==> src/rtl/mem_port_arbiter_if.sv <==
// Bus bundle for mem_port_arbiter: the fetch requester (f_*), the data
// requester (d_*), the shared memory port (mem_*) and debug status.
//   master : the arbiter side (drives grants, done pulses, rdata and mem_*)
//   slave  : the CPU stages plus memory model (drive requests, mem_ready/rdata)
interface mem_port_arbiter_if #(
    parameter int ADDR_W = 16,
    parameter int DATA_W = 32
);
    logic              f_req;
    logic [ADDR_W-1:0] f_addr;
    logic              f_gnt;
    logic              f_done;
    logic [DATA_W-1:0] f_rdata;

    logic              d_req;
    logic              d_we;
    logic [ADDR_W-1:0] d_addr;
    logic [DATA_W-1:0] d_wdata;
    logic              d_gnt;
    logic              d_done;
    logic [DATA_W-1:0] d_rdata;

    logic              mem_req;
    logic              mem_we;
    logic [ADDR_W-1:0] mem_addr;
    logic [DATA_W-1:0] mem_wdata;
    logic              mem_ready;
    logic [DATA_W-1:0] mem_rdata;

    logic              timeout;
    logic [1:0]        arb_state;

    modport master (
        input  f_req, f_addr, d_req, d_we, d_addr, d_wdata, mem_ready, mem_rdata,
        output f_gnt, f_done, f_rdata, d_gnt, d_done, d_rdata,
               mem_req, mem_we, mem_addr, mem_wdata, timeout, arb_state
    );

    modport slave (
        output f_req, f_addr, d_req, d_we, d_addr, d_wdata, mem_ready, mem_rdata,
        input  f_gnt, f_done, f_rdata, d_gnt, d_done, d_rdata,
               mem_req, mem_we, mem_addr, mem_wdata, timeout, arb_state
    );
endinterface

==> src/rtl/mem_port_arbiter.sv <==
// mem_port_arbiter: shares one memory port between the fetch stage (F) and
// the load/store stage (D) with round-robin priority on conflicts. Each grant
// runs one req/ready transaction with a bounded wait and a one-cycle done.
// Ports:
//   clk   - system clock, rising edge
//   reset - asynchronous, active-low
//   bus   - mem_port_arbiter_if.master (requests, grants, mem port, debug)
//
// state  | meaning
// IDLE   | port free; f_req/d_req sampled here only
// BUSY_F | fetch owns the port, waiting for mem_ready
// BUSY_D | data access owns the port, waiting for mem_ready
// RESP   | done pulse to owner (plus timeout if aborted), back to IDLE
module mem_port_arbiter #(
    parameter int ADDR_W   = 16,
    parameter int DATA_W   = 32,
    parameter int MAX_WAIT = 15
) (
    input  logic                  clk,
    input  logic                  reset,
    mem_port_arbiter_if.master    bus
);
    typedef enum logic [1:0] {
        IDLE   = 2'b00,
        BUSY_F = 2'b01,
        BUSY_D = 2'b10,
        RESP   = 2'b11
    } arb_state_t;

    localparam int CNT_W = (MAX_WAIT < 2) ? 1 : $clog2(MAX_WAIT + 1);
    localparam int CNT_LAST_I = (MAX_WAIT > 0) ? (MAX_WAIT - 1) : 0;
    localparam logic [CNT_W-1:0] CNT_LAST = CNT_W'(CNT_LAST_I);
    localparam logic [CNT_W-1:0] CNT_SAT  = '1;

    arb_state_t        state_q, state_d;
    logic              last_owner_q, last_owner_d;   // 1 = D won the last conflict
    logic              owner_q, owner_d;             // 1 = D owns current transaction
    logic [CNT_W-1:0]  wait_cnt_q, wait_cnt_d;
    logic              mem_req_q, mem_req_d;
    logic              mem_we_q, mem_we_d;
    logic [ADDR_W-1:0] mem_addr_q, mem_addr_d;
    logic [DATA_W-1:0] mem_wdata_q, mem_wdata_d;
    logic [DATA_W-1:0] f_rdata_q, f_rdata_d;
    logic [DATA_W-1:0] d_rdata_q, d_rdata_d;
    logic              timeout_q, timeout_d;

    logic start;
    logic pick_d;

    always_ff @(posedge clk or negedge reset) begin
        if (!reset) begin
            state_q      <= IDLE;
            last_owner_q <= 1'b1;
            owner_q      <= 1'b0;
            wait_cnt_q   <= '0;
            mem_req_q    <= 1'b0;
            mem_we_q     <= 1'b0;
            mem_addr_q   <= '0;
            mem_wdata_q  <= '0;
            f_rdata_q    <= '0;
            d_rdata_q    <= '0;
            timeout_q    <= 1'b0;
        end else begin
            state_q      <= state_d;
            last_owner_q <= last_owner_d;
            owner_q      <= owner_d;
            wait_cnt_q   <= wait_cnt_d;
            mem_req_q    <= mem_req_d;
            mem_we_q     <= mem_we_d;
            mem_addr_q   <= mem_addr_d;
            mem_wdata_q  <= mem_wdata_d;
            f_rdata_q    <= f_rdata_d;
            d_rdata_q    <= d_rdata_d;
            timeout_q    <= timeout_d;
        end
    end

    always_comb begin
        state_d      = state_q;
        last_owner_d = last_owner_q;
        owner_d      = owner_q;
        wait_cnt_d   = wait_cnt_q;
        mem_req_d    = mem_req_q;
        mem_we_d     = mem_we_q;
        mem_addr_d   = mem_addr_q;
        mem_wdata_d  = mem_wdata_q;
        f_rdata_d    = f_rdata_q;
        d_rdata_d    = d_rdata_q;
        timeout_d    = 1'b0;            // only ever high for the RESP cycle
        start        = 1'b0;
        pick_d       = 1'b0;

        case (state_q)
            IDLE: begin
                if (bus.f_req && bus.d_req) begin
                    start        = 1'b1;
                    pick_d       = !last_owner_q;
                    last_owner_d = !last_owner_q;
                end else if (bus.f_req) begin
                    start = 1'b1;
                end else if (bus.d_req) begin
                    start  = 1'b1;
                    pick_d = 1'b1;
                end
                if (start) begin
                    state_d     = pick_d ? BUSY_D : BUSY_F;
                    owner_d     = pick_d;
                    mem_req_d   = 1'b1;
                    mem_we_d    = pick_d && bus.d_we;
                    mem_addr_d  = pick_d ? bus.d_addr : bus.f_addr;
                    mem_wdata_d = pick_d ? bus.d_wdata : '0;
                    wait_cnt_d  = '0;
                end
            end
            BUSY_F, BUSY_D: begin
                if (bus.mem_ready) begin
                    state_d   = RESP;
                    mem_req_d = 1'b0;
                    if (!mem_we_q) begin
                        if (owner_q) d_rdata_d = bus.mem_rdata;
                        else         f_rdata_d = bus.mem_rdata;
                    end
                end else if ((MAX_WAIT > 0) && (wait_cnt_q == CNT_LAST)) begin
                    state_d   = RESP;
                    mem_req_d = 1'b0;
                    timeout_d = 1'b1;
                end else if (wait_cnt_q != CNT_SAT) begin
                    wait_cnt_d = wait_cnt_q + CNT_W'(1);
                end
            end
            RESP: begin
                state_d = IDLE;
            end
            default: begin
                state_d = IDLE;
            end
        endcase
    end

    assign bus.f_gnt     = (state_q == BUSY_F);
    assign bus.d_gnt     = (state_q == BUSY_D);
    assign bus.f_done    = (state_q == RESP) && !owner_q;
    assign bus.d_done    = (state_q == RESP) && owner_q;
    assign bus.f_rdata   = f_rdata_q;
    assign bus.d_rdata   = d_rdata_q;
    assign bus.mem_req   = mem_req_q;
    assign bus.mem_we    = mem_we_q;
    assign bus.mem_addr  = mem_addr_q;
    assign bus.mem_wdata = mem_wdata_q;
    assign bus.timeout   = timeout_q;
    assign bus.arb_state = state_q;
endmodule

==> src/flat_wrapper.sv <==
// flat-port wrapper written by rule: the top's interface ports become plain ports
module mem_port_arbiter_flat 
#(
    parameter int ADDR_W   = 16,
    parameter int DATA_W   = 32,
    parameter int MAX_WAIT = 15
)
  (clk, reset, bus_f_req, bus_f_addr, bus_d_req, bus_d_we, bus_d_addr, bus_d_wdata, bus_mem_ready, bus_mem_rdata, bus_f_gnt, bus_f_done, bus_f_rdata, bus_d_gnt, bus_d_done, bus_d_rdata, bus_mem_req, bus_mem_we, bus_mem_addr, bus_mem_wdata, bus_timeout, bus_arb_state);
  mem_port_arbiter_if #(.ADDR_W(ADDR_W), .DATA_W(DATA_W)) bus_i ();
  input  logic clk;
  input  logic reset;
  input wire logic [$bits(bus_i.f_req)-1:0] bus_f_req;
  input wire logic [$bits(bus_i.f_addr)-1:0] bus_f_addr;
  input wire logic [$bits(bus_i.d_req)-1:0] bus_d_req;
  input wire logic [$bits(bus_i.d_we)-1:0] bus_d_we;
  input wire logic [$bits(bus_i.d_addr)-1:0] bus_d_addr;
  input wire logic [$bits(bus_i.d_wdata)-1:0] bus_d_wdata;
  input wire logic [$bits(bus_i.mem_ready)-1:0] bus_mem_ready;
  input wire logic [$bits(bus_i.mem_rdata)-1:0] bus_mem_rdata;
  output wire logic [$bits(bus_i.f_gnt)-1:0] bus_f_gnt;
  output wire logic [$bits(bus_i.f_done)-1:0] bus_f_done;
  output wire logic [$bits(bus_i.f_rdata)-1:0] bus_f_rdata;
  output wire logic [$bits(bus_i.d_gnt)-1:0] bus_d_gnt;
  output wire logic [$bits(bus_i.d_done)-1:0] bus_d_done;
  output wire logic [$bits(bus_i.d_rdata)-1:0] bus_d_rdata;
  output wire logic [$bits(bus_i.mem_req)-1:0] bus_mem_req;
  output wire logic [$bits(bus_i.mem_we)-1:0] bus_mem_we;
  output wire logic [$bits(bus_i.mem_addr)-1:0] bus_mem_addr;
  output wire logic [$bits(bus_i.mem_wdata)-1:0] bus_mem_wdata;
  output wire logic [$bits(bus_i.timeout)-1:0] bus_timeout;
  output wire logic [$bits(bus_i.arb_state)-1:0] bus_arb_state;
  assign bus_i.f_req = bus_f_req;
  assign bus_i.f_addr = bus_f_addr;
  assign bus_i.d_req = bus_d_req;
  assign bus_i.d_we = bus_d_we;
  assign bus_i.d_addr = bus_d_addr;
  assign bus_i.d_wdata = bus_d_wdata;
  assign bus_i.mem_ready = bus_mem_ready;
  assign bus_i.mem_rdata = bus_mem_rdata;
  assign bus_f_gnt = bus_i.f_gnt;
  assign bus_f_done = bus_i.f_done;
  assign bus_f_rdata = bus_i.f_rdata;
  assign bus_d_gnt = bus_i.d_gnt;
  assign bus_d_done = bus_i.d_done;
  assign bus_d_rdata = bus_i.d_rdata;
  assign bus_mem_req = bus_i.mem_req;
  assign bus_mem_we = bus_i.mem_we;
  assign bus_mem_addr = bus_i.mem_addr;
  assign bus_mem_wdata = bus_i.mem_wdata;
  assign bus_timeout = bus_i.timeout;
  assign bus_arb_state = bus_i.arb_state;
  mem_port_arbiter #(.ADDR_W(ADDR_W), .DATA_W(DATA_W), .MAX_WAIT(MAX_WAIT)) u_core (.clk(clk), .reset(reset), .bus(bus_i));
endmodule
==> config.mk <==
export PLATFORM = sky130hd
export DESIGN_NAME = mem_port_arbiter_flat
export DESIGN_NICKNAME = d
export VERILOG_FILES = /design/src/rtl/mem_port_arbiter_if.sv /design/src/rtl/mem_port_arbiter.sv /design/src/flat_wrapper.sv
export SDC_FILE = /design/constraint.sdc
export NUM_CORES = 1
export LEC_CHECK = 0
export BUFFER_PORTS_ARGS = -buffer_cell sky130_fd_sc_hd__buf_2
export CORE_UTILIZATION = 47
export DETAILED_ROUTE_END_ITERATION = 8
export PLACE_DENSITY = 0.9
export REMOVE_ABC_BUFFERS = 1
export SLEW_MARGIN = 10
export SYNTH_ARGS = -nofsm -noshare
export SYNTH_HDL_FRONTEND = slang
export SYNTH_SLANG_ARGS = --single-unit
==> constraint.sdc <==
create_clock -name clk -period 2.36 [get_ports clk]
set_input_delay 0 -clock clk [delete_from_list [all_inputs] [get_ports clk]]
set_output_delay 0 -clock clk [all_outputs]
set_load 0.03 [all_outputs]
==> flow_summary.html <==
<table>
<tr><th>Metric</th><th>Value</th></tr>
<tr><th colspan="2">Die</th></tr>
<tr><td>Die Height</td><td>104 um</td></tr>
<tr><td>Die width</td><td>104 um</td></tr>
<tr><td>Number of placement rows</td><td>36</td></tr>
<tr><td>Initial cell density of the core</td><td>0.494</td></tr>
<tr><td>Core region area</td><td>9950 um2</td></tr>
<tr><td>Die Area</td><td>10900 um2</td></tr>
<tr><td>Total I/O pin count</td><td>223</td></tr>
<tr><th colspan="2">Power</th></tr>
<tr><td>Internal power</td><td>6710 uW</td></tr>
<tr><td>Net load switching power</td><td>5080 uW</td></tr>
<tr><td>Clock network power share</td><td>0.210</td></tr>
<tr><td>Total power density per cell area</td><td>1520 nW/um2</td></tr>
<tr><td>Switching share of power</td><td>0.431</td></tr>
<tr><td>Power share of the sequential group</td><td>0.316</td></tr>
<tr><td>Overall power consumption</td><td>11800 uW</td></tr>
<tr><td>Static leakage power</td><td>0.00389 uW</td></tr>
<tr><td>Gate power share</td><td>0.474</td></tr>
<tr><td>Maximum VDD drop</td><td>0.854 mV</td></tr>
<tr><th colspan="2">STA</th></tr>
<tr><td>Slew of the pin with the lowest slew margin</td><td>0.792 ns</td></tr>
<tr><td>Worst setup skew after layout</td><td>0.00944 ns</td></tr>
<tr><td>Share of the cycle needed by the critical path after routing</td><td>0.922</td></tr>
<tr><td>Setup TNS</td><td>0 ns</td></tr>
<tr><td>Fin. max-slew vios</td><td>0</td></tr>
<tr><td>Final setup violation count</td><td>0</td></tr>
<tr><td>Maximum achievable frequency</td><td>459 MHz</td></tr>
<tr><td>Tightest slew margin relative to the limit</td><td>0.470</td></tr>
<tr><td>Endpoints failing hold</td><td>0</td></tr>
<tr><td>Minimum period implied by the final worst setup slack</td><td>2.18 ns</td></tr>
<tr><td>Unrepaired setup endpoints after global routing</td><td>false</td></tr>
<tr><th colspan="2">Cells and area</th></tr>
<tr><td>Growth of design area from synthesis to finish</td><td>57.8%</td></tr>
<tr><td>Layout cells sized above 1</td><td>0.483</td></tr>
<tr><td>Final-stage net count</td><td>779</td></tr>
<tr><td>Total inserted antenna cells</td><td>0</td></tr>
<tr><td>Final standard cell utilization of the core</td><td>0.780</td></tr>
<tr><th colspan="2">Synthesis</th></tr>
<tr><td>Simple-gate portion of the synthesized area</td><td>0.0420</td></tr>
<tr><td>Cell taking the most area after synthesis</td><td>dfrtp_1</td></tr>
<tr><td>Synth warnings</td><td>0</td></tr>
<tr><td>Unique masters post-synth</td><td>37</td></tr>
<tr><td>Instance count of the mapped netlist</td><td>340</td></tr>
<tr><td>Most numerous cell types in the synthesized netlist</td><td>dfrtp_1, mux2_2, a22o_1</td></tr>
<tr><td>Netlist area before placement</td><td>4920 um2</td></tr>
<tr><td>Largest family of logic cells by synthesized area</td><td>multiplexers</td></tr>
<tr><td>Fraction of synthesized area in multiplexers</td><td>0.190</td></tr>
<tr><td>Leading cell types by total area after synthesis</td><td>dfrtp_1, mux2_2, a22o_1</td></tr>
<tr><td>Main synth FF type</td><td>dfrtp_1</td></tr>
<tr><td>Compound-cell area share of the yosys netlist</td><td>0.0949</td></tr>
<tr><td>Count of flip-flops with a built-in enable after synthesis</td><td>0</td></tr>
<tr><td>Library cell with the highest instance count after synthesis</td><td>dfrtp_1</td></tr>
<tr><td>FFs w/ async S/R, synth</td><td>1.00</td></tr>
<tr><td>Xor/xnor cell area share of the yosys netlist</td><td>0.00178</td></tr>
<tr><td>Portion of the post-synthesis area used by sequential elements</td><td>0.626</td></tr>
<tr><td>Post-synthesis share of cell area spent on full adders, half adders and majority gates</td><td>0.0178</td></tr>
<tr><td>Average footprint of a synthesized cell</td><td>14.5 um2</td></tr>
<tr><td>Total of flip-flops plus latches after synthesis</td><td>123</td></tr>
<tr><td>Synth top area share</td><td>0.621</td></tr>
<tr><th colspan="2">Global route</th></tr>
<tr><td>Global-route wire length before repair</td><td>23.7 mm</td></tr>
<tr><td>Via count of the first global-routing pass</td><td>4557</td></tr>
<tr><td>Residual overflow from global routing</td><td>0</td></tr>
<tr><td>Maximum number of pins on one net before global-route repair</td><td>124</td></tr>
<tr><td>Antenna violations before repair</td><td>0</td></tr>
<tr><td>GRT Total Usage</td><td>0.284</td></tr>
<tr><th colspan="2">Placed design</th></tr>
<tr><td>Weighted congestion at the end of routability-driven global placement</td><td>0.848</td></tr>
<tr><td>Final HPWL from detailed placement</td><td>8.00 mm</td></tr>
<tr><td>IO Port Bufs</td><td>222</td></tr>
<tr><th colspan="2">Setup path</th></tr>
<tr><td>Setup crit end kind</td><td>flip-flop</td></tr>
<tr><td>Critical path data arrival time</td><td>2.56 ns</td></tr>
<tr><td>Worst path required time</td><td>2.74 ns</td></tr>
<tr><td>R2R depth</td><td>6</td></tr>
<tr><td>Largest fanout on the critical path</td><td>32</td></tr>
<tr><td>Class of the most critical setup path</td><td>flip-flop to flip-flop</td></tr>
<tr><td>Startpoint kind of the worst setup timing path</td><td>flip-flop</td></tr>
<tr><td>R2R setup slack</td><td>0.18 ns</td></tr>
<tr><td>Worst reg2reg startpoint</td><td>u_core.bus.arb_state[0]</td></tr>
<tr><td>R2r endpoint</td><td>u_core.bus.f_rdata[31]</td></tr>
<tr><th colspan="2">Hold path</th></tr>
<tr><td>Worst min-delay path endpoint</td><td>u_core.bus.mem_req</td></tr>
<tr><td>Kind of path behind the tightest hold check</td><td>primary input to flip-flop</td></tr>
<tr><td>Startpoint of the tightest hold check path</td><td>bus_f_req</td></tr>
<tr><td>Hold Crit Depth</td><td>3</td></tr>
<tr><th colspan="2">Routing</th></tr>
<tr><td>Final routed DRC violation total</td><td>0</td></tr>
<tr><td>Post-detailed-route count of antenna-violating nets</td><td>0</td></tr>
<tr><td>Post-DR wirelength/cell</td><td>18.1 um</td></tr>
<tr><td>DRT Wirelength</td><td>14.8 mm</td></tr>
<tr><td>Drt first-iter violations</td><td>211</td></tr>
<tr><td>Number of detailed-route iterations in the first pass</td><td>4</td></tr>
<tr><td>Via Count</td><td>4311</td></tr>
<tr><td>Routed vias/inst</td><td>5.28</td></tr>
<tr><th colspan="2">Clock network</th></tr>
<tr><td>Number of levels the H-tree was split into</td><td>4</td></tr>
<tr><td>Hold-fix buffers at CTS</td><td>101</td></tr>
<tr><td>Clock transition at path regs</td><td>0.06 ns</td></tr>
<tr><td>Setup fix buffers added after clock tree synthesis</td><td>0</td></tr>
<tr><td>Number of gates resized after CTS</td><td>0</td></tr>
<tr><td>TritonCTS clock tree</td><td>done</td></tr>
<tr><td>Root Buffer</td><td>clkbuf_8</td></tr>
<tr><td>Clock insertion delay at the later pin of the skew report</td><td>0.51 ns</td></tr>
<tr><td>Buffers from clock root to sink, at most</td><td>2</td></tr>
<tr><td>Number of clock sinks</td><td>123</td></tr>
<tr><td>Number of buffers created by CTS</td><td>17</td></tr>
<tr><th colspan="2">Outcome</th></tr>
<tr><td>Result of the run</td><td>complete, no violations</td></tr>
<tr><th colspan="2">Job</th></tr>
<tr><td>Max Cap Viol</td><td>0</td></tr>
</table>
## sequential cells by signal (all words and copies together) (netlist names)
name	count
u_core.bus.d_rdata	32
u_core.bus.f_rdata	32
u_core.bus.mem_addr	16
u_core.bus.mem_we	1
u_core.bus.mem_req	1
u_core.owner_q	1
u_core.bus.mem_wdata	32
u_core.last_owner_q	1
u_core.bus.arb_state	2
u_core.bus.timeout	1
u_core.wait_cnt_q	4
## metrics by stage
stage / setup WS (ns) / hold WS, ns / instances / cell area [um2]
3_5_place_dp: 0.240 / 0.149 / 683 / 6180
5_1_grt: 0.0357 / 0.0638 / 816 / 7760
2_1_floorplan: -0.562 / -0.296 / 321 / 4800
4_1_cts: 0.203 / 0.0177 / 816 / 7760
3_3_place_gp: 0.373 / 0.139 / 683 / 6180
6_report: 0.183 / 0.0449 / 816 / 7760
## cell type report
cell class              count  area, um2
clock buffers              21        449
clock inverters            11        120
fillers                   547       2190
inverters                   4       15.0
multi-input cells         194       1720
flip-flops and latches    123       3080
well taps                 133        166
repair buffers            330       2210
## worst max-delay path by stage
stage	from	end	slack, ns	depth (start not counted)
floorplan	u_core.bus.arb_state[0]	u_core.bus.mem_addr[0]	-0.56	4
global placement	u_core.bus.arb_state[0]	u_core.bus.f_rdata[15]	0.37	6
detailed placement	u_core.bus.arb_state[0]	u_core.bus.f_rdata[18]	0.24	6
CTS	u_core.bus.arb_state[0]	u_core.bus.f_rdata[19]	0.20	6
global route	u_core.bus.arb_state[0]	u_core.bus.f_rdata[31]	0.04	6
finish	u_core.bus.arb_state[0]	u_core.bus.f_rdata[31]	0.18	6
## cell families (layout without fill, tap and decap cells)
family | Yosys count | in the layout
compound gates | 63 | 63
mux | 85 | 85
flops | 123 | 123
fa+ha+maj | 7 | 7
xor+xnor | 1 | 1
simple gates | 38 | 38
buf+inv | 23 | 366
## metal layers
metal	share of wire	GRT usage	vias to the layer above	wire length, um
met1	0.40	0.338	2151	5830
met5	0	0	-	0
met2	0.51	0.486	234	7560
met4	0.021	0.115	0	314
met3	0.072	0.0764	30	1060
li1	-	-	1896	-
## worst max-delay path, cell delays in order, from the launching register on
cell and delay [ns]:
dfrtp_1 0.41, inv_1 0.11, ha_1 0.53, nand2_2 0.17
nor3_4 0.20, buf_12 0.24, mux2_1 0.37
## power by group through the flow
stage / Combinational [uW] / Clock (uW) / Sequential [uW]
finish: 5590 / 2470 / 3730
global route: 5900 / 2620 / 3830
CTS: 5490 / 2510 / 3680
detailed placement: 5320 / 0 / 3670
global placement: 5130 / 0 / 3620
floorplan: 1840 / 0 / 5460
## cell usage in the layout (no fill, tap or decap), types with 3 or more instances in the layout
cell,count
a21oi_1,3
clkinvlp_4,3
o21ai_0,8
nor2b_1,3
dlygate4sd3_1,101
clkbuf_8,3
a22o_1,33
buf_4,5
dfrtp_1,122
clkinv_2,4
buf_2,221
buf_12,3
ha_1,7
clkbuf_16,16
nand2_1,20
mux2_2,63
inv_1,4
mux2i_1,19
o21ai_1,9
mux2_1,3
No activity file was read; power rests on OpenSTA's default activity.
